[src/rtl/sram_ctrl_if.sv]
// ---------------------------------------------------------------------------
// sram_ctrl_if -- pipeline-side memory request bus for sram_ctrl.
//
// Signals:
//   wr_en       memory write request (held until ready=1)
//   rd_en       memory read request  (held until ready=1)
//   address     32-bit byte address, bits [18:2] select the 32-bit word
//   write_data  32-bit store data
//   read_data   32-bit load data, valid while ready=1 after a read
//   ready       0 = freeze the pipeline, 1 = no access pending / completing
//
// Modports:
//   master  pipeline side (drives requests)
//   slave   controller side (sram_ctrl)
// ---------------------------------------------------------------------------
interface sram_ctrl_if;
  logic        wr_en;
  logic        rd_en;
  logic [31:0] address;
  logic [31:0] write_data;
  logic [31:0] read_data;
  logic        ready;

  modport master (
    output wr_en, rd_en, address, write_data,
    input  read_data, ready
  );

  modport slave (
    input  wr_en, rd_en, address, write_data,
    output read_data, ready
  );
endinterface

[src/rtl/sram_ctrl.sv]
// ---------------------------------------------------------------------------
// sram_ctrl -- splits a 32-bit pipeline memory access into two 16-bit SRAM
// half-accesses (low half first, then high half).
//
// FSM: IDLE -> LO -> HI -> DONE -> IDLE. ready is high in IDLE with no
// request pending and in DONE; the pipeline freezes in every other cycle.
//
// Ports:
//   clk         single clock, rising edge
//   rst         asynchronous, active-high reset
//   bus         sram_ctrl_if.slave (wr_en, rd_en, address, write_data,
//               read_data, ready)
//   sram_addr   18-bit SRAM half-word address {address[18:2], half}
//   sram_wdata  16-bit SRAM write data
//   sram_rdata  16-bit SRAM read data, sampled on the last cycle of a phase
//   sram_we_n   active-low SRAM write strobe
//   sram_oe_n   active-low SRAM output enable
//
// Parameter:
//   WAIT_CYCLES extra cycles per half-access (only with SRAM_WAIT_EN)
//
// Build option:
//   SRAM_WAIT_EN  when defined, each LO/HI phase lasts 1+WAIT_CYCLES cycles
//                 using a wait counter; otherwise each phase is one cycle and
//                 no counter exists.
// ---------------------------------------------------------------------------
module sram_ctrl #(
  parameter int WAIT_CYCLES = 2
) (
  input  logic           clk,
  input  logic           rst,
  sram_ctrl_if.slave     bus,
  output logic [17:0]    sram_addr,
  output logic [15:0]    sram_wdata,
  input  logic [15:0]    sram_rdata,
  output logic           sram_we_n,
  output logic           sram_oe_n
);

  typedef enum logic [1:0] {S_IDLE, S_LO, S_HI, S_DONE} state_t;

  state_t      state_q, state_d;
  logic        is_wr_q, is_wr_d;
  logic [31:0] read_data_q, read_data_d;
  logic        req;
  logic        phase_last;

  assign req = bus.wr_en | bus.rd_en;

  // Address bits outside [18:2] do not take part in the SRAM address.
  logic unused_addr_bits;
  assign unused_addr_bits = ^{bus.address[31:19], bus.address[1:0]};

`ifdef SRAM_WAIT_EN
  localparam int WW = (WAIT_CYCLES > 0) ? $clog2(WAIT_CYCLES + 1) : 1;
  localparam logic [WW-1:0] WAIT_LAST = WW'(WAIT_CYCLES);

  logic [WW-1:0] wait_q, wait_d;

  assign phase_last = (wait_q == WAIT_LAST);

  // Counter returns to zero on the last cycle of a phase, so every phase
  // entry starts from a cleared count.
  always_comb begin
    wait_d = '0;
    if ((state_q == S_LO || state_q == S_HI) && !phase_last)
      wait_d = wait_q + 1'b1;
  end

  always_ff @(posedge clk or posedge rst) begin
    if (rst) wait_q <= '0;
    else     wait_q <= wait_d;
  end
`else
  logic [31:0] unused_wait_cycles;
  assign unused_wait_cycles = WAIT_CYCLES;
  assign phase_last = 1'b1;
`endif

  // State register
  always_ff @(posedge clk or posedge rst) begin
    if (rst) begin
      state_q     <= S_IDLE;
      is_wr_q     <= 1'b0;
      read_data_q <= '0;
    end else begin
      state_q     <= state_d;
      is_wr_q     <= is_wr_d;
      read_data_q <= read_data_d;
    end
  end

  // Next-state logic
  always_comb begin
    state_d     = state_q;
    is_wr_d     = is_wr_q;
    read_data_d = read_data_q;
    case (state_q)
      S_IDLE: begin
        if (req) begin
          state_d = S_LO;
          // Write wins when both requests are raised together.
          is_wr_d = bus.wr_en;
        end
      end
      S_LO: begin
        if (phase_last) begin
          state_d = S_HI;
          if (!is_wr_q) read_data_d[15:0] = sram_rdata;
        end
      end
      S_HI: begin
        if (phase_last) begin
          state_d = S_DONE;
          if (!is_wr_q) read_data_d[31:16] = sram_rdata;
        end
      end
      S_DONE:  state_d = S_IDLE;
      default: state_d = S_IDLE;
    endcase
  end

  // Output logic (address and data come straight from the held request)
  always_comb begin
    sram_addr  = '0;
    sram_wdata = '0;
    sram_we_n  = 1'b1;
    sram_oe_n  = 1'b1;
    bus.ready  = 1'b0;
    case (state_q)
      S_IDLE: bus.ready = !req;
      S_LO: begin
        sram_addr = {bus.address[18:2], 1'b0};
        if (is_wr_q) begin
          sram_wdata = bus.write_data[15:0];
          sram_we_n  = 1'b0;
        end else begin
          sram_oe_n  = 1'b0;
        end
      end
      S_HI: begin
        sram_addr = {bus.address[18:2], 1'b1};
        if (is_wr_q) begin
          sram_wdata = bus.write_data[31:16];
          sram_we_n  = 1'b0;
        end else begin
          sram_oe_n  = 1'b0;
        end
      end
      S_DONE:  bus.ready = 1'b1;
      default: bus.ready = 1'b0;
    endcase
  end

  assign bus.read_data = read_data_q;

endmodule

[src/flat_wrapper.sv]
// flat-port wrapper written by rule: the top's interface ports become plain ports
module sram_ctrl_flat 
#(
  parameter int WAIT_CYCLES = 2
)
  (clk, rst, sram_addr, sram_wdata, sram_rdata, sram_we_n, sram_oe_n, bus_wr_en, bus_rd_en, bus_address, bus_write_data, bus_read_data, bus_ready);
  sram_ctrl_if bus_i ();
  input  logic clk;
  input  logic rst;
  output logic [17:0] sram_addr;
  output logic [15:0] sram_wdata;
  input  logic [15:0] sram_rdata;
  output logic sram_we_n;
  output logic sram_oe_n;
  input wire logic [$bits(bus_i.wr_en)-1:0] bus_wr_en;
  input wire logic [$bits(bus_i.rd_en)-1:0] bus_rd_en;
  input wire logic [$bits(bus_i.address)-1:0] bus_address;
  input wire logic [$bits(bus_i.write_data)-1:0] bus_write_data;
  output wire logic [$bits(bus_i.read_data)-1:0] bus_read_data;
  output wire logic [$bits(bus_i.ready)-1:0] bus_ready;
  assign bus_i.wr_en = bus_wr_en;
  assign bus_i.rd_en = bus_rd_en;
  assign bus_i.address = bus_address;
  assign bus_i.write_data = bus_write_data;
  assign bus_read_data = bus_i.read_data;
  assign bus_ready = bus_i.ready;
  sram_ctrl #(.WAIT_CYCLES(WAIT_CYCLES)) u_core (.clk(clk), .rst(rst), .bus(bus_i), .sram_addr(sram_addr), .sram_wdata(sram_wdata), .sram_rdata(sram_rdata), .sram_we_n(sram_we_n), .sram_oe_n(sram_oe_n));
endmodule
[config.mk]
export PLATFORM = sky130hd
export DESIGN_NAME = sram_ctrl_flat
export DESIGN_NICKNAME = d
export VERILOG_FILES = /design/src/rtl/sram_ctrl_if.sv /design/src/rtl/sram_ctrl.sv /design/src/flat_wrapper.sv
export SDC_FILE = /design/constraint.sdc
export NUM_CORES = 1
export LEC_CHECK = 0
export ABC_AREA = 1
export CAP_MARGIN = 10
export CORE_MARGIN = 4
export CORE_UTILIZATION = 33
export DETAILED_ROUTE_END_ITERATION = 8
export PLACE_DENSITY = 0.87
export SYNTH_ARGS = -nofsm -noshare
export SYNTH_HDL_FRONTEND = slang
export SYNTH_SLANG_ARGS = --single-unit
[constraint.sdc]
create_clock -name clk -period 2.1 [get_ports clk]
set_input_delay 0.42 -clock clk [delete_from_list [all_inputs] [get_ports clk]]
set_output_delay 0.42 -clock clk [all_outputs]
set_load 0.005 [all_outputs]
-- Yosys cells after proc, flatten, opt, wreduce, memory -nomap -nowiden
Cells that the tools add are included.
- bits in registers: 35
- input bits: 84
- output and inout port bits: 69
- equal/unequal tests: 4
- mux-type cells: 11
- bitwise operators: 2
- reduce and logical (&&, ||, !) cells: 6
- operator list (cell ; count):
    $pmux W18 S2 ; 1
    $mux W16 ; 2
    $pmux W16 S2 ; 1
    $pmux W2 S4 ; 1
    $reduce_and A2 Y1 ; 3
    $eq A2 B2 Y1 const B ; 2
    $mux W1 ; 4
    $eq A2 B1 Y1 const B ; 1
    $logic_not A2 Y1 ; 1
    $mux W2 ; 1
    $ne A2 B1 Y1 const B ; 1
    $pmux W1 S2 ; 1
    $reduce_or A2 Y1 ; 1
    $logic_not A1 Y1 ; 1
    $not A1 Y1 ; 1
    $or A1 B1 Y1 ; 1

-- Logic depth before layout (Yosys ltp)
Gate-level depths: netlist (run 1).
- depth after elaboration: 3
- depth in mapped cells: 7

-- Worst setup path after synthesis (run 1)
No wires, ideal clock.
- kind: reg2out
- start point: register u_core.state_q[0]
- end point: output port sram_wdata[10]
- arrival: 1.255 ns
- data required time: 1.680 ns
- path slack: 0.425 ns
- cell stages (with the launch flop): 6
- path buffers: 1
- cell sequence: dfrtp_1 > inv_1 > ha_1 > nand2_2 > buf_6 > a21oi_2
- word-level cells in the longest chain between the ends: 2
- elaborated cells between the ends (all ways): 3
- those cells by class: eq/ne (2); mux (1)
- RTL lines (item ; line ; text):
    start: declaration ; sram_ctrl.sv:42 ; state_t state_q, state_d;
    start signal: assignment ; sram_ctrl.sv:87 ; state_q <= state_d;
    $eq A2 B2 Y1 / $eq A2 B1 Y1 (equally long branches) ; sram_ctrl.sv:130 ; case (state_q)
    $pmux W16 S2 (*) ; sram_ctrl.sv:130 ;
    end: declaration ; flat_wrapper.sv:11 ; output logic [15:0] sram_wdata;
Mark *: on every way between the ends. The rest lies on a longest branch, timed or not.

-- Worst setup path after layout (run 1)
- start point: register u_core.state_q[0]
- end point: output port sram_addr[0]
- word-level cells in the longest chain between the ends: 2
- elaborated cells between the ends (all ways): 3
- those cells by class: eq/ne (2); mux (1)
- RTL lines (item ; line ; text):
    $eq A2 B2 Y1 / $eq A2 B1 Y1 (equally long branches) ; sram_ctrl.sv:130 ;
    $pmux W18 S2 (*) ; sram_ctrl.sv:130 ;
    end: declaration ; flat_wrapper.sv:10 ; output logic [17:0] sram_addr;
Marks and branches as above.

==> run summary, run 1 <==
- 537 ps — worst-margin pin slew
- 747 uV — Worst IR Drop VDD
- 853 sq um — area of the multi-input gates
- 4930 um — post-detailed-placement half-perimeter wirelength
- completed — run status
- 82.9 um — floorplan die width
- 47.4% — Seq/Total Area, Yosys
- 35 — number of flip-flops and latches in the synthesized netlist
- 280 ps — clock network latency to the later pin of the worst-skew pair
- 0 — final number of hold-violating endpoints
- 11100 um — global-route wire length before repair
- 0.00185 sq mm — Post-Syn Area
- 1.72 nW — Leak
- buffers and inverters — cell type group with the largest total delay on the critical path
- 14.4 um — detail-routed net length per standard cell
- dfrtp_1, nand2_1, o21ai_0, inv_1, ha_1 — ranking of synthesized cells by area
- 486 MHz — Fmax achieved
- 0 — Antenna Diode Count
- 0 — count of flip-flops with a built-in enable after synthesis
- 19.4% — Global Route Usage Sum
- 2060 ps — Tmin final
- clkbuf_8 — cell at the root of the clock tree
- 332 — syn_nets
- 1370 mW/mm^2 — pwr/cell area
- 1640 ps — data arrival time of the critical path
- 0.00687 sq mm — Die Area
- 4 — number of search-and-repair iterations in the first detailed-routing pass
- yes — clock tree from TritonCTS
- 137 — number of port buffers
- register — Critical Path Source Type
- 0 — yosys warns
- 2 — number of levels the H-tree was split into
- 3 — critical path buffer and inverter count
- 490 — final-stage net count
- 35.1% — starting density of the core
- 2211 — via count of the first global-routing pass
- 7.67 sq um — average cell area after synthesis
- 100% — post-synthesis async set-or-reset flop share
- 64.1% — Worst slew margin
- 20.0% — fraction of final layout cells with drive strength greater than 1
- 82.9 um — Vert. Die Dim
- 70 ps — Clk pin slew, worst setup/hold paths
- 93.0% — area added between synthesis and finish
- 4 — largest driver fanout on the critical path
- reg2out — CP Class
- 451 — Layout fillers
- 0.862 — Final GP Congestion
- primary output — element type at the critical path end
- 42.1 ps — min setup slack post-route
- 2 — largest buffer count on any clock path
- 0 — number of nets still failing antenna checks after routing
- 2115 — detailed-route via count
- 0 — number of setup violations in the final report
- 530 ps — longest individual stage delay on the worst path
- 0 — gr ovfl total
- 0 — max-slew violation count
- clkdlybuf4s50_1 — commonest non-fill, non-tap cell in the layout
- 5 — clock buffers created by TritonCTS
- -166 ps — worst setup timing slack at the placement stage
- dfrtp_1 — top cell type by total area after synthesis
- 26 — Rows
- 0 — number of antenna violations at the first check in global routing
- 0 — Max-Cap Viols
- clkdlybuf4s50_1 — Critical Path Slowest Stage Cell
- 4.50 — via-per-instance ratio
- 241 — gate count after technology mapping
- dfrtp_1 — most frequently used flop master after synthesis
- clkdlybuf4s50_1, nand2_1, dfrtp_1, inv_1, o21ai_0 — commonest cells after routing, fill and taps aside
- 35 — Clock Sinks
- 153 — count of pins on the block boundary
- true — RSZ-0062 raised after global routing
- 0.00527 sq mm — Std-Cell Core Area
- 36 — pin count of the biggest net entering global routing
- 6790 um — drt total wl
- inv_2, ha_4, buf_4, clkdlybuf4s50_1 — worst path cell trace
- 98.0% — final critical-path share of the clock period
- 47.4% — fraction of post-synthesis cell area in the top cell type by area
- 67.7% — share of the core filled with cells in the final layout
- reg2reg — hold crit path type
- 4.99 ps — post-route clock skew
- 86 — number of DRC violations after detailed-routing iteration 0
- 18 — count of cell types in the netlist
- 0 — number of buffers inserted by hold repair at cts
- 1680 ps — worst endpoint required time
- 876 sq um — sequential cell area
- 0 — DRC Markers
[sequential cells by signal, summed over array words and instances, names as in the netlist]
name	count
u_core.is_wr_q	1
u_core.bus.read_data	32
u_core.state_q	2
[routing by layer]
metal / global-route usage (%) / routed length [um] / up-vias / part of all wire (%)
met5: 0 / 0 / - / 0
met4: 5.79 / 124 / 0 / 1.8
met3: 5.54 / 492 / 10 / 7.3
met2: 33.6 / 3360 / 102 / 49
met1: 23.4 / 2810 / 958 / 41
li1: - / - / 1045 / -
[report_power, final]
group	internal [W]	leakage [nW]	switching, W
sequential	0.00102	0.427	0.000205
clock	0.000231	0.0402	0.000243
combinational	0.00177	1.26	0.00142
[worst min-delay path: cells and delay by family, from the launching register on]
kind	cells	cell delay [ps]
AO/OA/AOI/OAI	1	60
flip-flops	1	350
AND/OR/NAND/NOR	1	50
[cells in the mapped netlist (2+ instances only)]
master	n
nand2_1	75
inv_1	36
dfrtp_1	35
o21ai_0	30
nor2_1	19
a21oi_2	9
a21oi_1	8
buf_2	8
ha_1	7
nand2_2	3
buf_4	2
nand3_1	2
o21ai_1	2
[per-stage QoR]
step	hold slack [ps]	TNS [ps]	power (W)	cells	instance area, sq um
after detailed placement	473	-2830	0.00416	453	3380
after global routing	518	-549	0.00529	470	3570
after CTS	490	-122	0.00473	468	3490
after global placement	464	-1290	0.00407	453	3380
final	486	0	0.00489	470	3570
after floorplan	476	0	0.00238	241	1850
[cells by family (layout without fill, tap and decap cells)]
kind of cell    Yosys count  count (layout)  synth area share [%]
flops                    35              35                  47.4
compound gates           50              50                  15.6
simple gates            100             100                  21.0
fa+ha+maj                 7               7                  4.74
buf+inv                  49             208                  11.4
[what timing repair did]
action	4_1_cts	5_1_grt
endpoints found under the setup margin	37	27
pin swaps	1	1
gates resized for setup	90	32
setup buffers	6	2
gates cloned	1	1
hold endpoints to repair	0	0
[path summary, 6_finish.rpt]
kind / end / depth (start not counted) / slack [ps] / start
max: sram_addr[0] / 4 / 40 / u_core.state_q[0]
min: u_core.bus.read_data[30] / 2 / 490 / u_core.bus.read_data[30]
max reg2reg: u_core.bus.read_data[22] / 5 / 470 / u_core.state_q[0]
min reg2reg: u_core.bus.read_data[30] / 2 / 490 / u_core.bus.read_data[30]
max in group asynchronous: u_core.bus.read_data[9] / 3 / 1260 / rst
min in group asynchronous: u_core.bus.read_data[31] / 3 / 540 / rst
[area by class of cell]
class	instances	share of cell area (%)
timing repair buffer	163	42.7
sequential	35	24.5
multi-input combinational	157	23.9
inverter	37	3.89
tap	70	2.45
clock buffer	5	1.93
clock inverter	3	0.561
Power figures use the tool's default switching activity.
==> run 2, diff against run 1 <==
--- a/config.mk
+++ b/config.mk
@@ -6,6 +6,7 @@
 export NUM_CORES = 1
 export LEC_CHECK = 0
 export ABC_AREA = 1
+export ABC_CLOCK_PERIOD_IN_PS = 2100
 export CAP_MARGIN = 10
 export CORE_MARGIN = 4
 export CORE_UTILIZATION = 33
==> results of run 2 <==
Final layout, timing and power as in run 1 (identical DEF).
==> run 3, diff against run 2 <==
--- a/config.mk
+++ b/config.mk
@@ -11,6 +11,7 @@
 export CORE_MARGIN = 4
 export CORE_UTILIZATION = 33
 export DETAILED_ROUTE_END_ITERATION = 8
+export MAX_ROUTING_LAYER = met4
 export PLACE_DENSITY = 0.87
 export SYNTH_ARGS = -nofsm -noshare
 export SYNTH_HDL_FRONTEND = slang
==> run summary, run 3 (synthesized netlist as in run 1, its figures left out) <==
- completed — run status
- clkdlybuf4s50_1 — commonest non-fill, non-tap cell in the layout
- 32 — Largest register FFs
- true — RSZ-0062 raised after global routing
- buffers and inverters — cell type group with the largest total delay on the critical path
- 0 — number of buffers inserted by hold repair at cts
- 486 MHz — Fmax achieved
- 93.0% — area added between synthesis and finish
- 6800 um — drt total wl
- 153 — count of pins on the block boundary
- 451 — Layout fillers
- 2870 um — Met1 Routed Length
- met4 — highest metal layer used by the detailed router
- 5 — clock buffers created by TritonCTS
- 11100 um — global-route wire length before repair
- reg2out — CP Class
- 537 ps — worst-margin pin slew
- 20.0% — Global Route Usage Sum
- 430 um — wire length on met3
- 35.1% — starting density of the core
- 0 — max-slew violation count
- 0 — DRC Markers
- 4.50 — via-per-instance ratio
- 20.0% — fraction of final layout cells with drive strength greater than 1
- 280 ps — clock network latency to the later pin of the worst-skew pair
- 70 ps — Clk pin slew, worst setup/hold paths
- u_core.bus.read_data[22] — worst flop-to-flop path endpoint
- 490 — final-stage net count
- inv_2, ha_4, buf_4, clkdlybuf4s50_1 — worst path cell trace
- 2216 — via count of the first global-routing pass
- 0.00527 sq mm — Std-Cell Core Area
- 36 — pin count of the biggest net entering global routing
- clkdlybuf4s50_1 — Critical Path Slowest Stage Cell
- u_core.state_q[0] — Crit. Startpoint
- 1640 ps — data arrival time of the critical path
- sram_addr[0] — Worst setup endpoint
- 0 — gr ovfl total
- 83 — number of DRC violations after detailed-routing iteration 0
- 5 — cell depth of the worst flop-to-flop path
- 0.876 — Final GP Congestion
- 98.0% — final critical-path share of the clock period
- clkdlybuf4s50_1, nand2_1, dfrtp_1, inv_1, o21ai_0 — commonest cells after routing, fill and taps aside
- 2060 ps — Tmin final
- 470 ps — Reg2Reg Setup Slack
- 35 — Clock Sinks
- u_core.state_q[0] — worst r2r src
- 0 — Max-Cap Viols
- 0 — number of antenna violations at the first check in global routing
- 0 — number of nets still failing antenna checks after routing
- 0 — final number of hold-violating endpoints
- 4 — number of search-and-repair iterations in the first detailed-routing pass
- 4930 um — post-detailed-placement half-perimeter wirelength
- 3370 um — met2 routed WL
- 0.00338 sq mm — Post-DP Area
- 82.9 um — Vert. Die Dim
- 64.1% — Worst slew margin
- 137 — number of port buffers
- yes — clock tree from TritonCTS
- 82.9 um — floorplan die width
- 2 — largest buffer count on any clock path
- 26 — Rows
- 5.08 ps — post-route clock skew
- 1.72 nW — Leak
- 14.5 um — detail-routed net length per standard cell
- clkbuf_8 — cell at the root of the clock tree
- 0 — number of setup violations in the final report
- 2 — number of levels the H-tree was split into
- 2116 — detailed-route via count
- 747 uV — Worst IR Drop VDD
- 0 — Antenna Diode Count
- primary output — element type at the critical path end
- 1680 ps — worst endpoint required time
- 3 — critical path buffer and inverter count
- 0 ps — total negative slack for setup checks
- 4 — depth of the critical timing path with buffers and inverters included
- 0.00687 sq mm — Die Area
- 4 — largest driver fanout on the critical path
- reg2reg — hold crit path type
- 1370 mW/mm^2 — pwr/cell area
- 0.00357 sq mm — design area
- register — Critical Path Source Type
- 530 ps — longest individual stage delay on the worst path
==> run 3: cell counts in the layout (fill, tap and decap cells not counted) <==
No cell type changed its count.
==> run 3: where the power goes <==
part | internal [W] | switching [W] | leakage [nW]
registers | 0.00102 | 0.000204 | 0.427
logic | 0.00177 | 0.00142 | 1.26
clock network | 0.000231 | 0.000243 | 0.0402
total | 0.00302 | 0.00187 | 1.72
==> run 3: layer usage <==
layer	up-vias	GRT usage, %
li1	1045	-
met1	960	23.7
met2	101	33.6
met3	10	4.95
met4	0	5.79
met5	-	-
==> run 3: worst min-delay path, delay by kind of cell, from the launching register on <==
kind | cells | cell delay (ps)
AND/OR/NAND/NOR | 1 | 50
flip-flops | 1 | 350
AO/OA/AOI/OAI | 1 | 60
==> run 3: worst min path at each step <==
stage                              from                  endpoint  depth (start not counted)
2_1_floorplan   u_core.bus.read_data[0]   u_core.bus.read_data[0]                          2
4_1_cts        u_core.bus.read_data[24]  u_core.bus.read_data[24]                          2
5_1_grt        u_core.bus.read_data[12]  u_core.bus.read_data[12]                          2
3_3_place_gp   u_core.bus.read_data[20]  u_core.bus.read_data[20]                          2
3_5_place_dp   u_core.bus.read_data[24]  u_core.bus.read_data[24]                          2
6_report       u_core.bus.read_data[30]  u_core.bus.read_data[30]                          2
==> run 3: timing repair <==
action	in CTS	in global routing
gates resized for setup	90	32
endpoints found under the setup margin	37	27
gates cloned	1	1
setup buffers	6	2
pin swaps	1	1
==> run 3: cell type report <==
class,instances,area (sq um),area share (%)
repair buffers,163,1530,42.7
clock buffers,5,68.8,1.93
flip-flops and latches,35,876,24.5
multi-input cells,157,853,23.9
inverters,37,139,3.89
well taps,70,87.6,2.45
clock inverters,3,20.0,0.561
==> run 3: metrics by stage <==
step                      worst slack [ps]  hold WS (ps)  util, %  instances  total power, W
after floorplan                        425           476        -        241         0.00238
after global placement               -74.6           464     64.1        453         0.00407
after detailed placement              -166           473     64.1        453         0.00416
after CTS                            -83.4           490     66.2        468         0.00473
after global routing                 -57.0           518     67.7        470         0.00528
final                                 41.8           486     67.7        470         0.00489
